`config.mk`:
```
export PLATFORM = sky130hd
export DESIGN_NAME = ps2_rx_flat
export DESIGN_NICKNAME = d
export VERILOG_FILES = /design/src/rtl/ps2_rx_if.sv /design/src/rtl/ps2_rx.sv /design/src/flat_wrapper.sv
export SDC_FILE = /design/constraint.sdc
export NUM_CORES = 1
export LEC_CHECK = 0
export ABC_AREA = 1
export ABC_CLOCK_PERIOD_IN_PS = 2000
export CELL_PAD_IN_SITES_DETAIL_PLACEMENT = 2
export CELL_PAD_IN_SITES_GLOBAL_PLACEMENT = 2
export CORE_ASPECT_RATIO = 1.5
export CORE_MARGIN = 10
export CORE_UTILIZATION = 36
export DETAILED_ROUTE_END_ITERATION = 7
export GPL_TIMING_DRIVEN = 0
export PLACE_DENSITY_LB_ADDON = 0.25
export SKIP_CTS_REPAIR_TIMING = 1
export SYNTH_ARGS = -nofsm -noshare
export SYNTH_HDL_FRONTEND = slang
export SYNTH_SLANG_ARGS = --single-unit
```
`constraint.sdc`:
```
create_clock -name clk_50Mhz -period 2 [get_ports clk_50Mhz]
set_clock_uncertainty 0.05 [all_clocks]
set_input_delay 0.2 -clock clk_50Mhz [delete_from_list [all_inputs] [get_ports clk_50Mhz]]
set_output_delay 0.2 -clock clk_50Mhz [all_outputs]
set_load 0.1 [all_outputs]
```
`src/rtl/ps2_rx_if.sv`:
```
// Output bundle of the PS/2 receiver toward the scan-code-to-note decoder.
// The receiver drives it through the master modport; the decoder reads it through the slave modport.
interface ps2_rx_if;
  logic [7:0] code;
  logic       code_valid;
  logic       idle;
  logic       frame_err;

  modport master (output code, output code_valid, output idle, output frame_err);
  modport slave  (input  code, input  code_valid, input  idle, input  frame_err);
endinterface

```
`src/rtl/ps2_rx.sv`:
```
// PS/2 device-to-host frame receiver: synchronizes and filters the pins, deserializes
// 11-bit frames, and presents good scan codes with an idle flag; errors and stalls force idle.
module ps2_rx #(
  parameter int unsigned FILTER_LEN = 8,
  parameter int unsigned TIMEOUT    = 50000
) (
  input  logic     clk_50Mhz,
  input  logic     rst_n,
  input  logic     ps2_clk,
  input  logic     ps2_data,
  ps2_rx_if.master rx
);

  localparam int unsigned TMO_W  = 16;
  localparam int unsigned CNT_W  = 3;
  localparam int unsigned CODE_W = 8;
  localparam logic [TMO_W-1:0] TMO_LAST = TMO_W'(TIMEOUT - 1);

  typedef enum logic [1:0] {
    ST_IDLE,
    ST_DATA,
    ST_PARITY,
    ST_STOP
  } state_e;

  logic                  clk_meta_q, clk_sync_q;
  logic                  dat_meta_q, dat_sync_q;
  logic [FILTER_LEN-1:0] filt_sh_q, filt_sh_d;
  logic                  filt_q, filt_d;
  logic                  sample_c;

  state_e                state_q, state_d;
  logic [CNT_W-1:0]      bit_cnt_q, bit_cnt_d;
  logic [CODE_W-1:0]     shift_q, shift_d;
  logic                  par_ok_q, par_ok_d;
  logic [TMO_W-1:0]      tmo_q, tmo_d;
  logic                  tmo_hit_c;
  logic                  good_c, err_c;

  logic [CODE_W-1:0]     code_q, code_d;
  logic                  code_valid_q, code_valid_d;
  logic                  idle_q, idle_d;
  logic                  frame_err_q, frame_err_d;

  // Glitch filter: level changes only after FILTER_LEN identical synced samples.
  always_comb begin
    filt_sh_d = {filt_sh_q[FILTER_LEN-2:0], clk_sync_q};
    filt_d    = filt_q;
    if (&filt_sh_q) begin
      filt_d = 1'b1;
    end else if (~|filt_sh_q) begin
      filt_d = 1'b0;
    end
  end

  assign sample_c  = filt_q & ~|filt_sh_q;
  assign tmo_hit_c = (tmo_q == TMO_LAST);

  // Frame FSM; a sample event in the timeout cycle takes priority over the abort.
  always_comb begin
    state_d   = state_q;
    bit_cnt_d = bit_cnt_q;
    shift_d   = shift_q;
    par_ok_d  = par_ok_q;
    good_c    = 1'b0;
    err_c     = 1'b0;
    tmo_d     = (state_q == ST_IDLE || sample_c) ? '0 : tmo_q + TMO_W'(1);

    unique case (state_q)
      ST_IDLE: begin
        if (sample_c && !dat_sync_q) begin
          state_d   = ST_DATA;
          bit_cnt_d = '0;
        end
      end
      ST_DATA: begin
        if (sample_c) begin
          shift_d[bit_cnt_q] = dat_sync_q;
          bit_cnt_d          = bit_cnt_q + CNT_W'(1);
          if (bit_cnt_q == CNT_W'(CODE_W - 1)) begin
            state_d = ST_PARITY;
          end
        end else if (tmo_hit_c) begin
          state_d = ST_IDLE;
          err_c   = 1'b1;
        end
      end
      ST_PARITY: begin
        if (sample_c) begin
          par_ok_d = ^{shift_q, dat_sync_q};
          state_d  = ST_STOP;
        end else if (tmo_hit_c) begin
          state_d = ST_IDLE;
          err_c   = 1'b1;
        end
      end
      ST_STOP: begin
        if (sample_c) begin
          state_d = ST_IDLE;
          if (par_ok_q && dat_sync_q) begin
            good_c = 1'b1;
          end else begin
            err_c = 1'b1;
          end
        end else if (tmo_hit_c) begin
          state_d = ST_IDLE;
          err_c   = 1'b1;
        end
      end
      default: begin
        state_d = ST_IDLE;
      end
    endcase
  end

  // Held code / idle flag and one-cycle strobes.
  always_comb begin
    code_d       = code_q;
    idle_d       = idle_q;
    code_valid_d = good_c;
    frame_err_d  = err_c;
    if (good_c) begin
      code_d = shift_q;
      idle_d = 1'b0;
    end else if (err_c) begin
      code_d = '0;
      idle_d = 1'b1;
    end
  end

  always_ff @(posedge clk_50Mhz or negedge rst_n) begin
    if (!rst_n) begin
      clk_meta_q   <= 1'b1;
      clk_sync_q   <= 1'b1;
      dat_meta_q   <= 1'b1;
      dat_sync_q   <= 1'b1;
      filt_sh_q    <= {FILTER_LEN{1'b1}};
      filt_q       <= 1'b1;
      state_q      <= ST_IDLE;
      bit_cnt_q    <= '0;
      shift_q      <= '0;
      par_ok_q     <= 1'b0;
      tmo_q        <= '0;
      code_q       <= '0;
      code_valid_q <= 1'b0;
      idle_q       <= 1'b1;
      frame_err_q  <= 1'b0;
    end else begin
      clk_meta_q   <= ps2_clk;
      clk_sync_q   <= clk_meta_q;
      dat_meta_q   <= ps2_data;
      dat_sync_q   <= dat_meta_q;
      filt_sh_q    <= filt_sh_d;
      filt_q       <= filt_d;
      state_q      <= state_d;
      bit_cnt_q    <= bit_cnt_d;
      shift_q      <= shift_d;
      par_ok_q     <= par_ok_d;
      tmo_q        <= tmo_d;
      code_q       <= code_d;
      code_valid_q <= code_valid_d;
      idle_q       <= idle_d;
      frame_err_q  <= frame_err_d;
    end
  end

  assign rx.code       = code_q;
  assign rx.code_valid = code_valid_q;
  assign rx.idle       = idle_q;
  assign rx.frame_err  = frame_err_q;

endmodule

```
`src/flat_wrapper.sv`:
```
// flat-port wrapper written by rule: the top's interface ports become plain ports
module ps2_rx_flat 
#(
  parameter int unsigned FILTER_LEN = 8,
  parameter int unsigned TIMEOUT    = 50000
)
  (clk_50Mhz, rst_n, ps2_clk, ps2_data, rx_code, rx_code_valid, rx_idle, rx_frame_err);
  ps2_rx_if rx_i ();
  input  logic clk_50Mhz;
  input  logic rst_n;
  input  logic ps2_clk;
  input  logic ps2_data;
  output wire logic [$bits(rx_i.code)-1:0] rx_code;
  output wire logic [$bits(rx_i.code_valid)-1:0] rx_code_valid;
  output wire logic [$bits(rx_i.idle)-1:0] rx_idle;
  output wire logic [$bits(rx_i.frame_err)-1:0] rx_frame_err;
  assign rx_code = rx_i.code;
  assign rx_code_valid = rx_i.code_valid;
  assign rx_idle = rx_i.idle;
  assign rx_frame_err = rx_i.frame_err;
  ps2_rx #(.FILTER_LEN(FILTER_LEN), .TIMEOUT(TIMEOUT)) u_core (.clk_50Mhz(clk_50Mhz), .rst_n(rst_n), .ps2_clk(ps2_clk), .ps2_data(ps2_data), .rx(rx_i));
endmodule
```
=== Word level (Yosys, flattened, before mapping) ===
Cells that the tools add are included.

* Register bits: 54
* Bits in latches: 0
* Bits in writable memories: 0
* ROM bits: 0
* Input bits: 4
* Output and inout bits: 11
* Logic and storage cells: 74
* Memories kept: 0

* Add/subtract/negate cells: 2
* Multipliers: 0
* Div/mod/pow operators: 0
* $lt $le $gt $ge: 2
* Equal/unequal tests: 9
* Shifts and indexed selects: 0
* Muxes and demuxes: 28
* Bitwise gates (word level): 1
* Reduce and logical (&&, ||, !) cells: 17

{| class="wikitable"
|+ Operators with widths
! cell !! count
|-
| adder 16 x 1 -> 16 bit (second input constant) || 1
|-
| equality test 16 bit (second input constant) || 1
|-
| 2-to-1 mux 16 bit || 1
|-
| 2-to-1 mux 8 bit || 2
|-
| 2-to-1 mux 1 bit || 12
|-
| 2-to-1 mux 2 bit || 6
|-
| XOR reduction 9 bit || 1
|-
| bitwise mux 8 bit || 1
|-
| case mux 2 bit (4 select lines) || 1
|-
| AND reduction 8 bit || 1
|-
| OR reduction 8 bit || 1
|-
| 2-to-1 mux 3 bit || 2
|-
| case mux 3 bit (2 select lines) || 1
|-
| AND reduction 2 bit || 3
|-
| equality test 2 bit (second input constant) || 2
|-
| < comparator 3 x 4 -> 1 bit (second input constant) || 1
|-
| != test 2 x 1 -> 1 bit (second input constant) || 2
|-
| nonzero test 2 bit || 2
|-
| adder 3 x 1 -> 3 bit (second input constant) || 1
|-
| demux 1 bit (select 3 bit) || 1
|-
| equality test 3 bit (second input constant) || 1
|-
| greater-or-equal comparator 3 x 1 -> 1 bit (second input constant) || 1
|-
| logical AND 1 bit || 3
|-
| != test 3 bit (second input constant) || 1
|-
| 9 further kinds || 10
|}

=== Depth between registers and ports, before layout ===
* Depth in word-level cells: 7
* Mapped depth: 10

=== Least setup slack after synthesis ===
OpenSTA, ideal clock, no wires.

* Kind: register -> register
* From: register u_core.tmo_q[0]
* To: register u_core.code_q[0], in the netlist u_core.rx.code[0]
* Arrival: 1246 ps
* Required time: 1827 ps
* Setup slack: 581 ps
* Cell stages (with the launch flop): 11
* Path buffers: 0
* Clock period less this slack: 1419 ps
* Cell sequence: dfrtp_1 ha_1 nand2_1 inv_1 nand2_1 nor2_1 nand2_1 nand2_1 nand3_2 nand3_1 nand2_1

* Longest elaborated chain between the ends: 5
* Elaborated cells between the ends (all ways): 6
* Classes of those cells: 1 x eq/ne; 4 x mux; 1 x reduce/logical

{| class="wikitable"
|+ RTL lines
! item !! RTL line !! text
|-
| start, declared || ps2_rx.sv:36 || <nowiki>logic [TMO_W-1:0] tmo_q, tmo_d;</nowiki>
|-
| start signal, assigned || ps2_rx.sv:159 || <nowiki>tmo_q <= tmo_d;</nowiki>
|-
| equality test 16 bit * || ps2_rx.sv:57 || <nowiki>assign tmo_hit_c = (tmo_q == TMO_LAST);</nowiki>
|-
| 2-to-1 mux 1 bit * || ps2_rx.sv:83, ps2_rx.sv:92, ps2_rx.sv:105 ||
|-
| 2-to-1 mux 1 bit, on equally long branches || ps2_rx.sv:98, ps2_rx.sv:89 ||
|-
| case mux 1 bit (2 select lines) * || ps2_rx.sv:69 || <nowiki>unique case (state_q)</nowiki>
|-
| nonzero test 2 bit (no source line) * || -- ||
|-
| end signal, assigned || ps2_rx.sv:160 || <nowiki>code_q <= code_d;</nowiki>
|-
| end, declared || ps2_rx.sv:40 || <nowiki>logic [CODE_W-1:0] code_q, code_d;</nowiki>
|}

Every way passes the cells marked *; elsewhere a longest branch is shown, timed or not.
A chain may end at the register's enable or synchronous reset.

=== Worst setup path in the final report ===
* From: register u_core.idle_q, in the netlist u_core.rx.idle
* To: output rx_idle

{| class="wikitable"
|+ RTL lines
! item !! RTL line !! text
|-
| start, declared || ps2_rx.sv:42 || <nowiki>logic idle_q, idle_d;</nowiki>
|-
| start signal, assigned || ps2_rx.sv:162 || <nowiki>idle_q <= idle_d;</nowiki>
|-
| end, declared || flat_wrapper.sv:15 || <nowiki>output wire logic [$bits(rx_i.idle)-1:0] rx_idle;</nowiki>
|}

No word-level cell between the ends.

==> flow_summary.json <==
{
  "status": "complete, no violations",
  "hold_viol": 0,
  "timing.critical_path.buf_inv": 1,
  "worstPathArrival_ps": 1610,
  "io_buffers": 14,
  "pre_cts_slack_ps": 107,
  "power_density_mw_per_mm2": 777,
  "synthFlopType": "dfrtp_1",
  "fp.dieArea_mm2": 0.0114,
  "grt_setup_unrepaired": "no",
  "netlist_area_mm2": 0.00269,
  "max-slew-margin-rel_pct": 34.5,
  "cts_buffer_depth": 2,
  "fp-row-count": 38,
  "cp_slowest_cell": "dlymetal6s2s_1",
  "io_pins": 15,
  "finalSetupViolCount": 0,
  "end_kind": "output pin",
  "criticalPathCategory": "flip-flop to output pin",
  "grtUsageTotal_pct": 13.3,
  "async_reset_ff_share_pct": 100,
  "fmax_ghz": 0.538,
  "numCtsBuffers": 5,
  "cts.sinks": 54,
  "critPathMaxFanout": 2,
  "worst_slack_ps": 140,
  "area_growth_pct": 15.4,
  "r2r_start": "u_core.tmo_q[0]$_DFF_PN0_",
  "ant_nets": 0,
  "whs_ps": 214,
  "drive_gt1_share_pct": 12.1,
  "crit_path_start_kind": "flip-flop",
  "drt_wl_total_um": 6870,
  "finalPower_mw": 2.41,
  "path_cells": "dlymetal6s2s_1",
  "synth_top_family_by_area": "simple AND/OR/NAND/NOR gates",
  "grt_max_degree": 37,
  "routedWlPerCell_um": 15.7,
  "antenna_found_initial": 0,
  "startpoint": "u_core.rx.idle$_DFFE_PN1P_",
  "yosysWarnings": 0,
  "synth_xor_area_share_pct": 6.52,
  "hpwlAfterDp_um": 5430,
  "fp.dieW_um": 90.5,
  "post-route-drc-count": 0,
  "clk_latency_ps": 330,
  "tightest_slew_ps": 980,
  "die_height_um": 126,
  "synth.avg_cell_area_um2": 8.53,
  "crit_family": "buffers and inverters",
  "place_inst": 430,
  "antenna_cells": 0,
  "first_pass_iters": 3,
  "peakVddDrop_mv": 0.535,
  "drt_iter0_drc": 44,
  "synth_simple_gate_area_share_pct": 27.9,
  "start_util_pct": 36.9,
  "slew_viol_final": 0,
  "slowest_delay_ps": 740,
  "layout.nets": 349,
  "grt_pass1_vias": 2534,
  "synth_seq_cells": 54,
  "synth.distinct_cells": 27,
  "synthCells": 315,
  "place_congestion": 0.770,
  "overflow": 0,
  "holdCritStartpoint": "ps2_data",
  "fin_crit_ps": 1860,
  "synth_fa_ha_area_share_pct": 3.26,
  "grt_pass1_wl_um": 12400,
  "num_vias": 2160,
  "synthMuxAreaShare_pct": 0,
  "synth_compound_area_share_pct": 5.12,
  "finalCritPeriodShare_pct": 93.0,
  "drv_cap": 0,
  "required_ps": 1750,
  "min_path_type": "input port to flip-flop",
  "avgViaCountPerCell": 4.92,
  "clk_pin_slew_ps": 110,
  "leakage_nw": 1.67,
  "fin_cells": 439,
  "seq_area_frac_synth_pct": 51.0,
  "cts_tree": "built",
  "synth_edf_count": 0,
  "syn-num-nets": 326,
  "h-tree-depth": 2,
  "clockRootBuffer": "clkbuf_8",
  "core-area_mm2": 0.00727
}
[cells in the mapped netlist, types with 2 or more instances]
master	number	share of area (%)
nor2_1	36	5.0
a21oi_1	4	0.75
nor3b_2	2	0.93
dfrtp_1	40	37
o21ai_0	20	3.7
inv_1	33	4.6
nand3_1	25	4.7
ha_1	7	3.3
xnor2_1	8	2.6
nand2_1	84	12
nor2_2	2	0.47
nor3_1	6	1.1
buf_2	5	0.93
xor2_1	12	3.9
nand4_1	6	1.4
dfstp_2	14	14
[logic make-up after synthesis]
family | count (synthesis)
AND/OR/NAND/NOR | 168
flip-flops | 54
buffers and inverters | 40
AO/OA/AOI/OAI | 26
XOR/XNOR | 20
adder cells (fa/ha/maj) | 7
[placed cells by master, fill, tap and decap left out, drive strengths merged]
cell,instances
a21oi,4
a31o,1
and3,1
buf,9
clkbuf,6
clkdlybuf4s50,2
clkinvlp,2
dfrtp,40
dfstp,14
dlygate4sd3,1
dlymetal6s2s,11
ha,7
inv,33
nand2,85
nand3,26
nand3b,1
nand4,6
nor2,39
nor3,7
nor3b,2
nor4,1
o21ai,21
xnor2,8
xor2,12
[layer usage]
| layer | GRT usage, % | share of wire (%) | vias to the layer above |
|---|---|---|---|
| met2 | 27.3 | 60 | 16 |
| met1 | 12.2 | 37 | 1098 |
| met5 | 0 | 0 | - |
| met4 | 4.79 | 1.5 | 0 |
| li1 | - | - | 1041 |
| met3 | 2.50 | 1.7 | 5 |
[where the power goes]
part,internal [mW],switching [mW],leakage [nW]
Clock,0.248,0.380,0.0374
Sequential,1.18,0.0810,0.698
Combinational,0.161,0.357,0.939
[metrics by stage]
| stage | area (um^2) | util [%] | TNS, ps |
|---|---|---|---|
| 5_1_grt | 3100 | 42.6 | 0 |
| 4_1_cts | 3050 | 42.0 | -1350 |
| 2_1_floorplan | 2690 | - | 0 |
| 6_report | 3100 | 42.6 | 0 |
| 3_5_place_dp | 2970 | 40.8 | 0 |
| 3_3_place_gp | 2950 | 40.6 | -46350 |
[path summary, 6_finish.rpt]
kind / to / slack, ps / cells after the start
min: u_core.dat_meta_q$_DFF_PN1_ / 210 / 1
max reg2reg: u_core.rx.code[1]$_DFFE_PN0P_ / 240 / 10
max in group asynchronous: u_core.filt_sh_q[1]$_DFF_PN1_ / 940 / 3
min reg2reg: u_core.filt_sh_q[0]$_DFF_PN1_ / 310 / 0
min in group asynchronous: u_core.rx.code_valid$_DFF_PN0_ / 310 / 2
max: rx_idle / 140 / 1
[flip-flops by register name, summed over array words and instances, names as in the netlist]
name and flops:
u_core.tmo_q 16, u_core.filt_sh_q 8, u_core.rx.code 8, u_core.shift_q 8, u_core.bit_cnt_q 3, u_core.state_q 2
u_core.clk_meta_q 1, u_core.clk_sync_q 1, u_core.dat_meta_q 1, u_core.dat_sync_q 1, u_core.filt_q 1, u_core.par_ok_q 1
u_core.rx.code_valid 1, u_core.rx.frame_err 1, u_core.rx.idle 1
[area by class of cell]
class,instances,area (um^2)
Clock inverter,2,15.0
Sequential cell,54,1370
Inverter,33,124
Multi-Input combinational cell,221,1160
Buffer,7,43.8
Fill cell,853,4180
Timing Repair Buffer,16,193
Clock buffer,6,72.6
Tap cell,100,125
(Power assumes the default switching activity.)
